### src/rtl/dram_w_responder_pkg.sv
`default_nettype none
// ============================================================================
//  Module   : dram_w_responder_pkg
//  Purpose  : Shared types and constants for the DRAM write responder:
//             FSM state encoding, parameter defaults and B response codes.
//  Revision : 1.0  initial release
// ============================================================================
package dram_w_responder_pkg;

   localparam int DATA_W_DEF = 64;
   localparam int ID_W_DEF   = 4;
   localparam int STRB_W_DEF = 4;
   localparam int ADDR_W_DEF = 8;
   localparam int LEN_W      = 4;

   localparam logic [1:0] RESP_OKAY   = 2'b00;
   localparam logic [1:0] RESP_SLVERR = 2'b10;

   typedef enum logic [1:0] {
      ST_IDLE = 2'd0,
      ST_DATA = 2'd1,
      ST_RESP = 2'd2
   } state_t;

endpackage
`default_nettype wire

### src/rtl/strb_expand.sv
`default_nettype none
// ============================================================================
//  Module   : strb_expand
//  Purpose  : Combinational expansion of a byte-lane style strobe into a
//             per-bit write mask. Each strobe bit covers DATA_W/STRB_W bits.
//  Ports    : i_strb [STRB_W] strobe in
//             o_mask [DATA_W] bit mask out
//  Revision : 1.0  initial release
// ============================================================================
module strb_expand #(
   parameter int STRB_W = 4,
   parameter int DATA_W = 64
) (
   input  logic [STRB_W-1:0] i_strb,
   output logic [DATA_W-1:0] o_mask
);

   localparam int LANE_W = DATA_W / STRB_W;

   for (genvar i = 0; i < STRB_W; i++) begin : g_lane
      assign o_mask[i*LANE_W +: LANE_W] = {LANE_W{i_strb[i]}};
   end

endmodule
`default_nettype wire

### src/rtl/dram_w_responder.sv
`default_nettype none
// ============================================================================
//  Module   : dram_w_responder
//  Purpose  : Accepts one AW burst header, writes the W beats of that burst
//             into a word-addressed memory port (one registered write per
//             beat), then returns a single B response (OKAY or SLVERR).
//  Ports    : clk, rst_n (synchronous, active-high reset)
//             aw_*  burst header channel (id, word address, len = beats-1)
//             w_*   write data channel
//             mem_* registered memory write port
//             b_*   write response channel
//  Revision : 1.0  initial release
// ============================================================================
module dram_w_responder
   import dram_w_responder_pkg::*;
#(
   parameter int DATA_W = DATA_W_DEF,
   parameter int ID_W   = ID_W_DEF,
   parameter int STRB_W = STRB_W_DEF,
   parameter int ADDR_W = ADDR_W_DEF
) (
   input  logic              clk,
   input  logic              rst_n,
   input  logic              aw_valid,
   output logic              aw_ready,
   input  logic [ID_W-1:0]   aw_id,
   input  logic [ADDR_W-1:0] aw_addr,
   input  logic [LEN_W-1:0]  aw_len,
   input  logic [ID_W-1:0]   w_id,
   input  logic [DATA_W-1:0] w_data,
   input  logic [STRB_W-1:0] w_strb,
   input  logic              w_last,
   input  logic              w_valid,
   output logic              w_ready,
   output logic              mem_we,
   output logic [ADDR_W-1:0] mem_addr,
   output logic [DATA_W-1:0] mem_wdata,
   output logic [DATA_W-1:0] mem_wmask,
   output logic              b_valid,
   input  logic              b_ready,
   output logic [ID_W-1:0]   b_id,
   output logic [1:0]        b_resp
);

   // One extra bit so the beat counter can sit above any legal len and
   // saturate there: once past the burst it never wraps back into range.
   localparam logic [LEN_W:0] CNT_SAT = {1'b1, {LEN_W{1'b0}}};

   state_t              r_state;
   logic [ID_W-1:0]     r_id;
   logic [ADDR_W-1:0]   r_base;
   logic [LEN_W-1:0]    r_len;
   logic [LEN_W:0]      r_cnt;
   logic                r_err;

   logic                r_mem_we;
   logic [ADDR_W-1:0]   r_mem_addr;
   logic [DATA_W-1:0]   r_mem_wdata;
   logic [DATA_W-1:0]   r_mem_wmask;
   logic                r_b_valid;
   logic [ID_W-1:0]     r_b_id;
   logic [1:0]          r_b_resp;

   logic [DATA_W-1:0]   w_mask;
   logic                w_in_burst;
   logic                w_beat_err;
   logic [ADDR_W-1:0]   w_beat_addr;

   strb_expand #(
      .STRB_W (STRB_W),
      .DATA_W (DATA_W)
   ) u_strb_expand (
      .i_strb (w_strb),
      .o_mask (w_mask)
   );

   assign w_in_burst  = (r_cnt <= {1'b0, r_len});
   assign w_beat_addr = r_base + ADDR_W'(r_cnt[LEN_W-1:0]);

   // Any of: wrong ID, last too early, or missing last on the final beat.
   assign w_beat_err  = (w_id != r_id)
                      | (w_last  & (r_cnt <  {1'b0, r_len}))
                      | (~w_last & (r_cnt == {1'b0, r_len}));

   always_ff @(posedge clk) begin
      if (rst_n) begin
         r_state     <= ST_IDLE;
         r_id        <= '0;
         r_base      <= '0;
         r_len       <= '0;
         r_cnt       <= '0;
         r_err       <= 1'b0;
         r_mem_we    <= 1'b0;
         r_mem_addr  <= '0;
         r_mem_wdata <= '0;
         r_mem_wmask <= '0;
         r_b_valid   <= 1'b0;
         r_b_id      <= '0;
         r_b_resp    <= RESP_OKAY;
      end else begin
         r_mem_we <= 1'b0;
         case (r_state)
            ST_IDLE: begin
               if (aw_valid) begin
                  r_id    <= aw_id;
                  r_base  <= aw_addr;
                  r_len   <= aw_len;
                  r_cnt   <= '0;
                  r_err   <= 1'b0;
                  r_state <= ST_DATA;
               end
            end
            ST_DATA: begin
               if (w_valid) begin
                  // Beats beyond len are consumed but never written.
                  if (w_in_burst) begin
                     r_mem_we    <= 1'b1;
                     r_mem_addr  <= w_beat_addr;
                     r_mem_wdata <= w_data;
                     r_mem_wmask <= w_mask;
                  end
                  if (r_cnt != CNT_SAT) begin
                     r_cnt <= r_cnt + 1'b1;
                  end
                  if (w_beat_err) begin
                     r_err <= 1'b1;
                  end
                  if (w_last) begin
                     r_state   <= ST_RESP;
                     r_b_valid <= 1'b1;
                     r_b_id    <= r_id;
                     r_b_resp  <= (r_err | w_beat_err) ? RESP_SLVERR : RESP_OKAY;
                  end
               end
            end
            ST_RESP: begin
               if (b_ready) begin
                  r_b_valid <= 1'b0;
                  r_state   <= ST_IDLE;
               end
            end
            default: begin
               r_state <= ST_IDLE;
            end
         endcase
      end
   end

   assign aw_ready  = (r_state == ST_IDLE);
   assign w_ready   = (r_state == ST_DATA);
   assign mem_we    = r_mem_we;
   assign mem_addr  = r_mem_addr;
   assign mem_wdata = r_mem_wdata;
   assign mem_wmask = r_mem_wmask;
   assign b_valid   = r_b_valid;
   assign b_id      = r_b_id;
   assign b_resp    = r_b_resp;

endmodule
`default_nettype wire

### config.mk
export PLATFORM = sky130hd
export DESIGN_NAME = dram_w_responder
export DESIGN_NICKNAME = d
export VERILOG_FILES = /design/src/rtl/dram_w_responder_pkg.sv /design/src/rtl/strb_expand.sv /design/src/rtl/dram_w_responder.sv
export SDC_FILE = /design/constraint.sdc
export NUM_CORES = 1
export LEC_CHECK = 0
export ABC_AREA = 1
export CAP_MARGIN = 20
export CORE_MARGIN = 2
export CORE_UTILIZATION = 43
export DETAILED_ROUTE_END_ITERATION = 8
export GPL_TIMING_DRIVEN = 0
export PLACE_DENSITY = 0.87
export SLEW_MARGIN = 15
export SYNTH_ARGS = -nofsm -noshare
export SYNTH_HDL_FRONTEND = slang
export SYNTH_SLANG_ARGS = --single-unit
export TNS_END_PERCENT = 10
### constraint.sdc
create_clock -name clk -period 4.74 [get_ports clk]
set_input_delay 0.948 -clock clk [delete_from_list [all_inputs] [get_ports clk]]
set_output_delay 0.948 -clock clk [all_outputs]
set_load 0.02 [all_outputs]
# Word-level counts from Yosys, hierarchy flattened
# Cells that the tools add are included.
dict set report totals {
  input_bits 94
  word_cells 66
  out_inout_bits 146
  register_bits 153
}
dict set report op_classes {
  eq_ne 11
  n_mux 19
  bitwise 8
  n_addsub 2
  reduce_logical 11
  order_cmp 2
}
# cell n
set ops {}
lappend ops {{4-bit AND reduction} 4}
lappend ops {{5-bit two-way mux} 3}
lappend ops {{2-bit two-way mux} 5}
lappend ops {{5-bit one-hot mux with 2 select lines} 1}
lappend ops {{8-bit by 4-bit adder with 8-bit output} 1}
lappend ops {{2-bit != test, second input constant} 4}
lappend ops {{1-bit two-way mux} 7}
lappend ops {{2-bit one-hot mux with 3 select lines} 1}
lappend ops {{3-bit AND reduction} 2}
lappend ops {{5-bit by 1-bit adder with 5-bit output, second input constant} 1}
lappend ops {{5-bit by 4-bit == test with 1-bit output} 1}
lappend ops {{5-bit by 4-bit <= comparator with 1-bit output} 1}
lappend ops {{5-bit by 4-bit < comparator with 1-bit output} 1}
lappend ops {{5-bit != test, second input constant} 1}
lappend ops {{2-bit by 1-bit != test with 1-bit output, second input constant} 2}
lappend ops {{4-bit != test} 1}
lappend ops {{1-bit one-hot mux with 2 select lines} 2}
lappend ops {{2-bit nonzero test} 2}
lappend ops {{1-bit NOT} 3}
lappend ops {{1-bit OR} 3}
lappend ops {{3-bit OR reduction} 1}
lappend ops {{1-bit bitwise AND} 2}
lappend ops {{2-bit by 1-bit == test with 1-bit output, second input constant} 1}
lappend ops {{2-bit == test, second input constant} 1}
lappend ops {{other kinds (2)} 2}

# Longest topological paths before layout
# Gate-level depths: netlist of run 1.
dict set report depth {
  ltp_word 7
  depth_mapped 12
  depth_no_buf 11
}

# By module
# From an unflattened synthesis of run 1, not the netlist that was laid out.
dict set report hier_totals {
  cells_unflattened 901
  hier_area_um2 6801.5
}
# module n_inst cells_each area_per_inst_um2 seq_area_each_um2
set by_module_without_submodules {}
lappend by_module_without_submodules {dram_w_responder 1 837 6321.1 3343.2}
lappend by_module_without_submodules {strb_expand 1 64 480.5 0.0}

# Least setup slack after synthesis of run 1
# No wires, ideal clock.
dict set report synth_timing {
  path_kind {input -> register}
  from {input rst_n}
  to {register r_b_id[2], in the netlist b_id[2]}
  setup_slack_ps 2778
  arrival_time_ps 1897
  required_time_ps 4676
  n_path_buf 3
  stages 6
  setup_ps 64
  cell_sequence {clkbuf_1 inv_1 clkbuf_1 clkbuf_1 o21ai_0 nor2_1}
}
# item line_no
set synth_lines {}
lappend synth_lines {{start, declared} dram_w_responder.sv:23} ;# input logic rst_n,
lappend synth_lines {{end signal, assigned} dram_w_responder.sv:131} ;# r_b_id <= r_id;
lappend synth_lines {{end, declared} dram_w_responder.sv:61} ;# logic [ID_W-1:0] r_b_id;

==> run metrics, run 1 <==
die area=about 0.012 mm²; Worst-path clk slew=about 0.10 ns; Via Count=about 4700; Post-Syn Nets=about 740; cell count along the critical path=2; Routed Antenna Nets=0; DP HPWL=around 11000 µm; Tmin final=2.77 ns; switching pwr=689 µW; input/output buffers=around 240; clock share of power=around a quarter; Initial Utilization=43.8%; Fin. Hold Viols=0; FF-to-FF path depth=11; largest area contributor in the netlist=dfxtp_1; H-tree Lvls=3; die extent in x=109 µm; pin count of the biggest net entering global routing=22; CTS tree=done; PD cells=about 290 mW/mm²; routed wire length=around 14000 µm; Final setup viols=0; Gate Count Post-Synth=approximately 640; Core ar.=between 0.01 and 0.015 mm²; Leak=3.08 nW; post-CTS setup buffer count=0; Slew Limit Fails=0; Slew headroom=56.3%; Syn. warnings=0; slew of the pin with the lowest slew margin=between 0.6 and 0.7 ns; share of cells above drive strength 1=10.5%; average cell area after synthesis=around 7.4 µm²; HP Class=reg -> reg; fmax=approximately 0.36 GHz; vias in the first global route=about 4400; Yosys reg bits=about 110; RSZ-0062 raised after global routing=false; final worst slack=slightly below 2 ns; 1st-iter DRT viols=about 250; Synth top area share=45.3%; GRT Resource Usage Total=between 20% and 30%; status=completed; row cnt=38; Clock Latency Late Sink=approximately 0.36 ns; TritonCTS buffer count=9; DIE HEIGHT=109 µm; clock sinks=107; Seq pwr share=between 40% and 50%; hold path depth=2; delay of the slowest critical-path stage=0.67 ns; first-pass GRT wire length=between 20000 and 25000 µm; critical-path maximum fanout=17; PostCTS Resize Cnt=0; Clock Tree Root=clkbuf_8; combinational power share=28.3%; post-synth cell types=23; routed vias/inst=4.59; diode count=0; DR pass1 iterations=4; CP arrival=around 1.8 ns; worst path bufs/invs=2; Worst path slowest cell=dfxtp_1; Crit Path Class=reg -> out; Total Nets Final=between 900 and 1000; wire length per cell=between 10 and 15 µm; startpoint types=flop; Required @ worst endpoint=3.79 ns; GP Congestion=around 0.86; Max VDD drop=0.210 mV; CTS hold repair buffers=0; internal power=around 1.5 mW; top cells by area, synth=dfxtp_1 (45%), nor2_1 (15%), buf_4 (11%); clock skew=0.0219 ns; fin crit share=58.4%; io pins=240; R2R Setup Slk=between 2 and 3 ns; Setup TNS Final=0 ns; worst path cell trace=buf_4 > clkdlybuf4s50_1; Place WS=between 1.5 and 2 ns; area of the mapped netlist=between 0.004 and 0.005 mm²; gr ovfl total=0; worst-case clock buffer depth=2; sequential area share after synthesis=between 40% and 50%; kind of cell adding the most delay to the critical path=buffers and inverters; Area Growth Syn to Fin=58.2%; switch share=a little under a third; max-cap viol count=0; critical path capture point type=output pin; DRC violations left=0; antenna violations before repair=0
## power groups by stage
stage	logic (mW)	registers (mW)	clock network, mW
final	0.617	1.01	0.558
after global routing	0.671	1.02	0.608
after CTS	0.622	1.01	0.575
after detailed placement	0.620	1.03	0
after global placement	0.610	1.02	0
after floorplan	0.265	1.08	0
## worst min-delay path, stage by stage, from the launching register on
cell and delay (ns):
dfxtp_1 0.31, inv_1 0.06, a21oi_1 0.06
## placed cells by master, fill, tap and decap left out, drive strengths merged
cell type,synthesis,routed
dfxtp,107,107
clkbuf,20,29
conb,1,1
nor3,3,3
nand3b,1,1
ha,10,10
clkinv,0,4
nor2,188,188
nand4,4,4
clkdlybuf4s50,0,237
buf,70,70
o21ai,96,96
inv,41,43
clkinvlp,0,1
nand3,13,13
xor2,3,3
fa,1,1
xnor2,3,3
a21oi,21,21
nand2,56,56
## path summary, 6_finish.rpt
path / start / to
hold reg to reg: r_err / r_err
setup / recovery: mem_wmask[31] / mem_wmask[28]
hold / removal: r_err / r_err
setup reg to reg: r_cnt[3] / mem_wdata[47]
## cell usage after synthesis
library cell,n
clkbuf_1,20
o21ai_0,96
dfxtp_1,107
nand3_1,13
inv_2,3
nor2_4,2
nand3b_1,1
nand2_1,55
xor2_1,3
a21oi_2,1
nand2_2,1
conb_1,1
fa_1,1
buf_2,3
nor2_1,186
nand4_1,4
buf_4,67
a21oi_1,20
ha_1,10
nor3_1,2
nor3_2,1
inv_1,38
xnor2_1,3
## through the flow
stage / utilization (%) / total power, mW / instance area, µm² / hold slack, ns / instances
floorplan: - / 1.35 / 4730 / 0.431 / 638
global placement: 67.4 / 1.63 / 7280 / 0.442 / 1015
detailed placement: 67.4 / 1.65 / 7280 / 0.457 / 1015
CTS: 69.3 / 2.20 / 7480 / 0.473 / 1031
global route: 69.3 / 2.29 / 7480 / 0.495 / 1031
finish: 69.3 / 2.18 / 7480 / 0.470 / 1031
## cell type report
| cell class | count | area [µm²] |
|---|---|---|
| clock buffer | 9 | 124 |
| multi-input combinational | 400 | 1840 |
| clock inverter | 7 | 80.1 |
| buffer | 90 | 593 |
| inverter | 41 | 154 |
| timing repair buffer | 237 | 2370 |
| fill | 920 | 3310 |
| tap | 140 | 175 |
| sequential | 107 | 2140 |
## cell families (layout without fill, tap and decap cells)
group	Yosys count	after routing	synth area share (%)
xor+xnor	6	6	1.11
compound gates	117	117	12.5
other cells	1	1	0.0793
flops	107	107	45.3
fa+ha+maj	11	11	3.07
simple gates	265	265	22.2
buf+inv	131	384	15.8
## metal layers
| metal | share of wire (%) | track usage [%] | vias to the layer above |
|---|---|---|---|
| met1 | 40 | 26.7 | 2101 |
| met3 | 6.8 | 4.60 | 24 |
| li1 | - | - | 2454 |
| met5 | 0 | 0 | - |
| met4 | 2.2 | 7.23 | 0 |
| met2 | 50 | 41.4 | 153 |
## flip-flops by register name (all words and copies together) (netlist names), 2 cells and up
register / count
b_id: 4
mem_addr: 8
mem_wdata: 64
mem_wmask: 4
r_base: 8
r_cnt: 5
r_id: 4
r_len: 4
r_state: 2
(Power assumes the default switching activity.)
==> inputs of run 2 (changes only) <==
--- a/config.mk
+++ b/config.mk
@@ -8,10 +8,10 @@
 export ABC_AREA = 1
 export CAP_MARGIN = 20
 export CORE_MARGIN = 2
-export CORE_UTILIZATION = 43
+export CORE_UTILIZATION = 40
 export DETAILED_ROUTE_END_ITERATION = 8
 export GPL_TIMING_DRIVEN = 0
-export PLACE_DENSITY = 0.87
+export PLACE_DENSITY = 0.81
 export SLEW_MARGIN = 15
 export SYNTH_ARGS = -nofsm -noshare
 export SYNTH_HDL_FRONTEND = slang
==> constraint.sdc (replaced) <==
create_clock -name clk -period 2.6 [get_ports clk]
set_input_delay 0.52 -clock clk [delete_from_list [all_inputs] [get_ports clk]]
set_output_delay 0.52 -clock clk [all_outputs]
set_load 0.02 [all_outputs]
==> run 2 against run 1 <==
Effect of this change: wire length is 1.9% higher; sequential power rose by 81%; core utilization decreased by 3.2 points; power increased by 99%; sequential share of layout area fell by 0.38 points; final area increased by 1.4%; clock power increased by 150%; combinational power is 83% higher; first-iteration DRC count up 23%; global-route usage decreased by 1.0 points; register-to-register slack got worse by 2.1 ns; largest cell class unchanged.
==> run metrics, run 2 (same netlist as run 1, synthesis figures left out) <==
Max VDD drop=about 0.73 mV; Worst path slowest cell=dfxtp_1; diode count=0; slew of the pin with the lowest slew margin=approximately 0.67 ns; Required @ worst endpoint=2.08 ns; Final Instance Area=0.00758 mm²; crit path from=mem_wmask[48]; antenna violations before repair=0; DRC violations left=0; Crit Path Class=reg -> out; PD cells=572 mW/mm²; die extent in x=approximately 110 µm; worst path cell trace=buf_4 > clkdlybuf4s50_1; CP arrival=1.84 ns; gr ovfl total=0; Final setup viols=0; Area Growth Syn to Fin=60.3%; status=completed; Routed Antenna Nets=0; clock sinks=between 100 and 150; row cnt=39; H-tree Lvls=3; startpoint types=flop; Via Count=~4700; Finished Layout Cells=around 1000; CTS tree=done; PostCTS Resize Cnt=0; Slew Limit Fails=0; area of placed instances=0.00728 mm²; GRT Resource Usage Total=a little over a fifth; fin crit share=approximately nine tenths; Core ar.=between 0.01 and 0.015 mm²; Fin. Hold Viols=0; routed vias/inst=between 4 and 5; 1st-iter DRT viols=a little over 300; post-CTS setup buffer count=0; most frequent cells in the layout=clkdlybuf4s50_1 (237), nor2_1 (186), dfxtp_1 (107); critical-path maximum fanout=17; TritonCTS buffer count=9; critical path capture point type=output pin; final worst slack=about 0.24 ns; DIE HEIGHT=about 110 µm; GP Congestion=around 0.83; Initial Utilization=a little over 40%; delay of the slowest critical-path stage=0.66 ns; Total Nets Final=between 900 and 1000; io pins=between 200 and 250; Hold WS=0.460 ns; DP HPWL=about 11000 µm; Layout fillers=981; Clock Tree Root=clkbuf_16; wire length per cell=between 10 and 15 µm; max-cap viol count=0; DR pass1 iterations=5; pin count of the biggest net entering global routing=19; input/output buffers=between 200 and 250; Tot Pwr=4.34 mW; routed wire length=~14000 µm; # placed instances=about 1000; min-delay src=r_len[3]; RSZ-0062 raised after global routing=false; commonest non-fill, non-tap cell in the layout=clkdlybuf4s50_1; register area=approximately 0.0021 mm²; Leak=roughly 3.1 nW; fmax=roughly 0.42 GHz; CTS hold repair buffers=0; share of cells above drive strength 1=about a tenth; start of the worst register-to-register path=r_cnt[3]; vias in the first global route=around 4200; footprint of the multi-input gates=around 0.0018 mm²; Slew headroom=55.1%; max FFs per register=64; Clock Latency Late Sink=0.35 ns; first-pass GRT wire length=21800 µm; die area=0.0127 mm²; Place WS=-0.0188 ns; Tmin final=~2.4 ns; Worst-path clk slew=~0.070 ns; HP Class=reg -> reg; worst-case clock buffer depth=2; clock skew=around 0.009 ns
[run 2: area by class of cell]
cell class	instances	share of cell area, %
plain buffers	90	7.82
repair buffers	237	31.3
inverters	41	2.03
multi-input cells	400	24.3
flip-flops and latches	107	28.2
well taps	143	2.36
clock inverters	7	1.01
clock buffers	9	2.97
[run 2: final timing paths]
check,end,slack [ns],depth (start not counted)
worst max-delay path,mem_wmask[54],0.24,2
worst min-delay path,r_len[3],0.46,2
worst max register to register,mem_wdata[49],0.42,11
worst min register to register,r_len[3],0.46,2
[run 2: power breakdown]
part           total (mW)  internal [mW]  switching [mW]  leakage (nW)
registers            1.83           1.75          0.0770         0.874
logic                1.13          0.581           0.547          2.11
clock network        1.38          0.754           0.626         0.147
total                4.34           3.09            1.25          3.13
[run 2: metal layers]
layer / vias to the layer above / track usage [%] / wire, µm
li1: 2450 / - / -
met4: 0 / 5.69 / 222
met3: 15 / 6.00 / 896
met5: - / 0 / 0
met1: 2113 / 25.7 / 5780
met2: 165 / 38.9 / 7080
[run 2: worst max-delay path, delay by kind of cell, from the launching register on]
kind,cells,cell delay (ns)
flip-flops,1,0.66
buffers and inverters,2,0.83
[run 2: stage by stage]
stage	TNS (ns)	util (%)
after floorplan	0	-
after global placement	-0.117	63.5
after detailed placement	-0.0374	63.5
after CTS	0	66.1
after global routing	0	66.1
final	0	66.1
==> inputs of run 3 (changes only) <==
--- a/config.mk
+++ b/config.mk
@@ -10,7 +10,7 @@
 export CORE_MARGIN = 2
 export CORE_UTILIZATION = 40
 export DETAILED_ROUTE_END_ITERATION = 8
-export GPL_TIMING_DRIVEN = 0
+export GPL_ROUTABILITY_DRIVEN = 0
 export PLACE_DENSITY = 0.81
 export SLEW_MARGIN = 15
 export SYNTH_ARGS = -nofsm -noshare
==> run 3 against run 2 <==
Effect of this change: wire length shrank 11%; clock skew grew 0.0031 ns; critical path depth shrank 1; largest power group unchanged; highest routed layer unchanged.
==> run metrics, run 3 (same netlist as run 1, synthesis figures left out) <==
CTS tree=done; post-CTS setup buffer count=0; Slew Limit Fails=0; Tot Pwr=about 4.3 mW; clock sinks=~110; DIE HEIGHT=roughly 110 µm; Worst path slowest cell=clkdlybuf4s50_1; input/output buffers=approximately 240; pin count of the biggest net entering global routing=just under 80; delay of the slowest critical-path stage=slightly above 0.7 ns; max-cap viol count=0; R2R Setup Slk=0.56 ns; die extent in x=113 µm; register area=between 0.002 and 0.0025 mm²; worst path cell trace=clkdlybuf4s50_1; Worst-path clk slew=approximately 0.080 ns; H-tree Lvls=3; cell count along the critical path=1; row cnt=39; reg2reg end=mem_wdata[51]; Clock Latency Late Sink=~0.34 ns; TritonCTS buffer count=9; worst-case clock buffer depth=2; io pins=240; Tmin final=about 2.2 ns; Clock Tree Root=clkbuf_16; 1st-iter DRT viols=328; first-pass GRT wire length=19200 µm; wire length per cell=~13 µm; Final Util=about 62%; slew of the pin with the lowest slew margin=roughly 0.7 ns; PostCTS Resize Cnt=0; fin crit share=between 80% and 90%; share of cells above drive strength 1=under 10%; DR pass1 iterations=4; diode count=0; Max VDD drop=~0.37 mV; Core ar.=between 0.01 and 0.015 mm²; vias in the first global route=a little under 4000; critical path capture point type=output pin; max FFs per register=64; crit path to=mem_wmask[37]; DP HPWL=between 9000 and 10000 µm; GRT Resource Usage Total=~18%; CP arrival=between 1.5 and 2 ns; Final setup viols=0; Hold WS=about 0.46 ns; commonest non-fill, non-tap cell in the layout=clkdlybuf4s50_1; clock skew=around 0.012 ns; start of the worst register-to-register path=r_cnt[2]; CTS hold repair buffers=0; worst path bufs/invs=1; RSZ-0062 raised after global routing=false; Routed Antenna Nets=0; Required @ worst endpoint=between 2 and 2.5 ns; antenna violations before repair=0; Setup TNS Final=0 ns; Initial Utilization=between 40% and 50%; Area Growth Syn to Fin=50.4%; critical-path maximum fanout=17; status=completed; PD cells=599 mW/mm²; fmax=between 0.4 and 0.5 GHz; FF-to-FF path depth=10; HP Class=reg -> reg; die area=approximately 0.013 mm²; Fin. Hold Viols=0; Via Count=between 4000 and 5000; routed vias/inst=~4.7; most frequent cells in the layout=clkdlybuf4s50_1 (238), nor2_1 (186), dfxtp_1 (107); Total Nets Final=just over 900; hold path depth=2; Layout fillers=between 1000 and 1500; Crit Path Class=reg -> out; crit path from=mem_wmask[47]; kind of cell adding the most delay to the critical path=buffers and inverters; gr ovfl total=0; startpoint types=flop; Slew headroom=between 50% and 60%; Leak=between 2 and 3 nW; routed wire length=roughly 12000 µm; DRC violations left=0; footprint of the multi-input gates=approximately 0.0018 mm²
==> run 3: how the worst min path moves through the flow <==
| stage | to | start | slack [ns] |
|---|---|---|---|
| 4_1_cts | r_err | r_err | 0.46 |
| 6_report | r_err | r_err | 0.46 |
| 3_5_place_dp | r_err | r_err | 0.45 |
| 3_3_place_gp | r_err | r_err | 0.44 |
| 2_1_floorplan | r_err | r_err | 0.43 |
| 5_1_grt | r_len[3] | r_len[3] | 0.48 |
==> run 3: power breakdown <==
| group | leakage (nW) | internal [mW] | switching, mW |
|---|---|---|---|
| combinational | 1.77 | 0.507 | 0.514 |
| clock | 0.152 | 0.771 | 0.641 |
| sequential | 0.874 | 1.75 | 0.0768 |
| total | 2.79 | 3.03 | 1.23 |
==> run 3: through the flow <==
stage,worst slack (ns),area [µm²],cells
2_1_floorplan,0.893,4730,638
3_3_place_gp,0.514,6810,936
3_5_place_dp,0.485,6810,936
4_1_cts,0.382,7120,952
5_1_grt,0.316,7120,952
6_report,0.420,7120,952
==> run 3: area by class of cell <==
type	count	area share (%)
timing repair buffer	245	34.9
sequential	107	30.1
multi-input combinational	400	26.0
clock buffer	10	3.22
tap	143	2.51
inverter	41	2.16
clock inverter	6	1.11
==> run 3: routing by layer <==
metal  part of all wire [%]  up-vias  global-route usage (%)
met5                      0        -                       0
met4                    1.2        0                    4.23
met3                    5.9       14                    3.54
met2                     50      152                    33.3
met1                     43     1980                    22.6
li1                       -     2285                       -
==> run 3: worst register-to-register path: stages, from the launching register on <==
cell and delay (ns):
dfxtp_1 0.44, ha_1 0.28, nand2_1 0.08, nor2_1 0.04, nor2_1 0.14, nand2_1 0.12, nand2_1 0.09, nand2_2 0.21
buf_12 0.25, o21ai_0 0.20, nor2_1 0.06
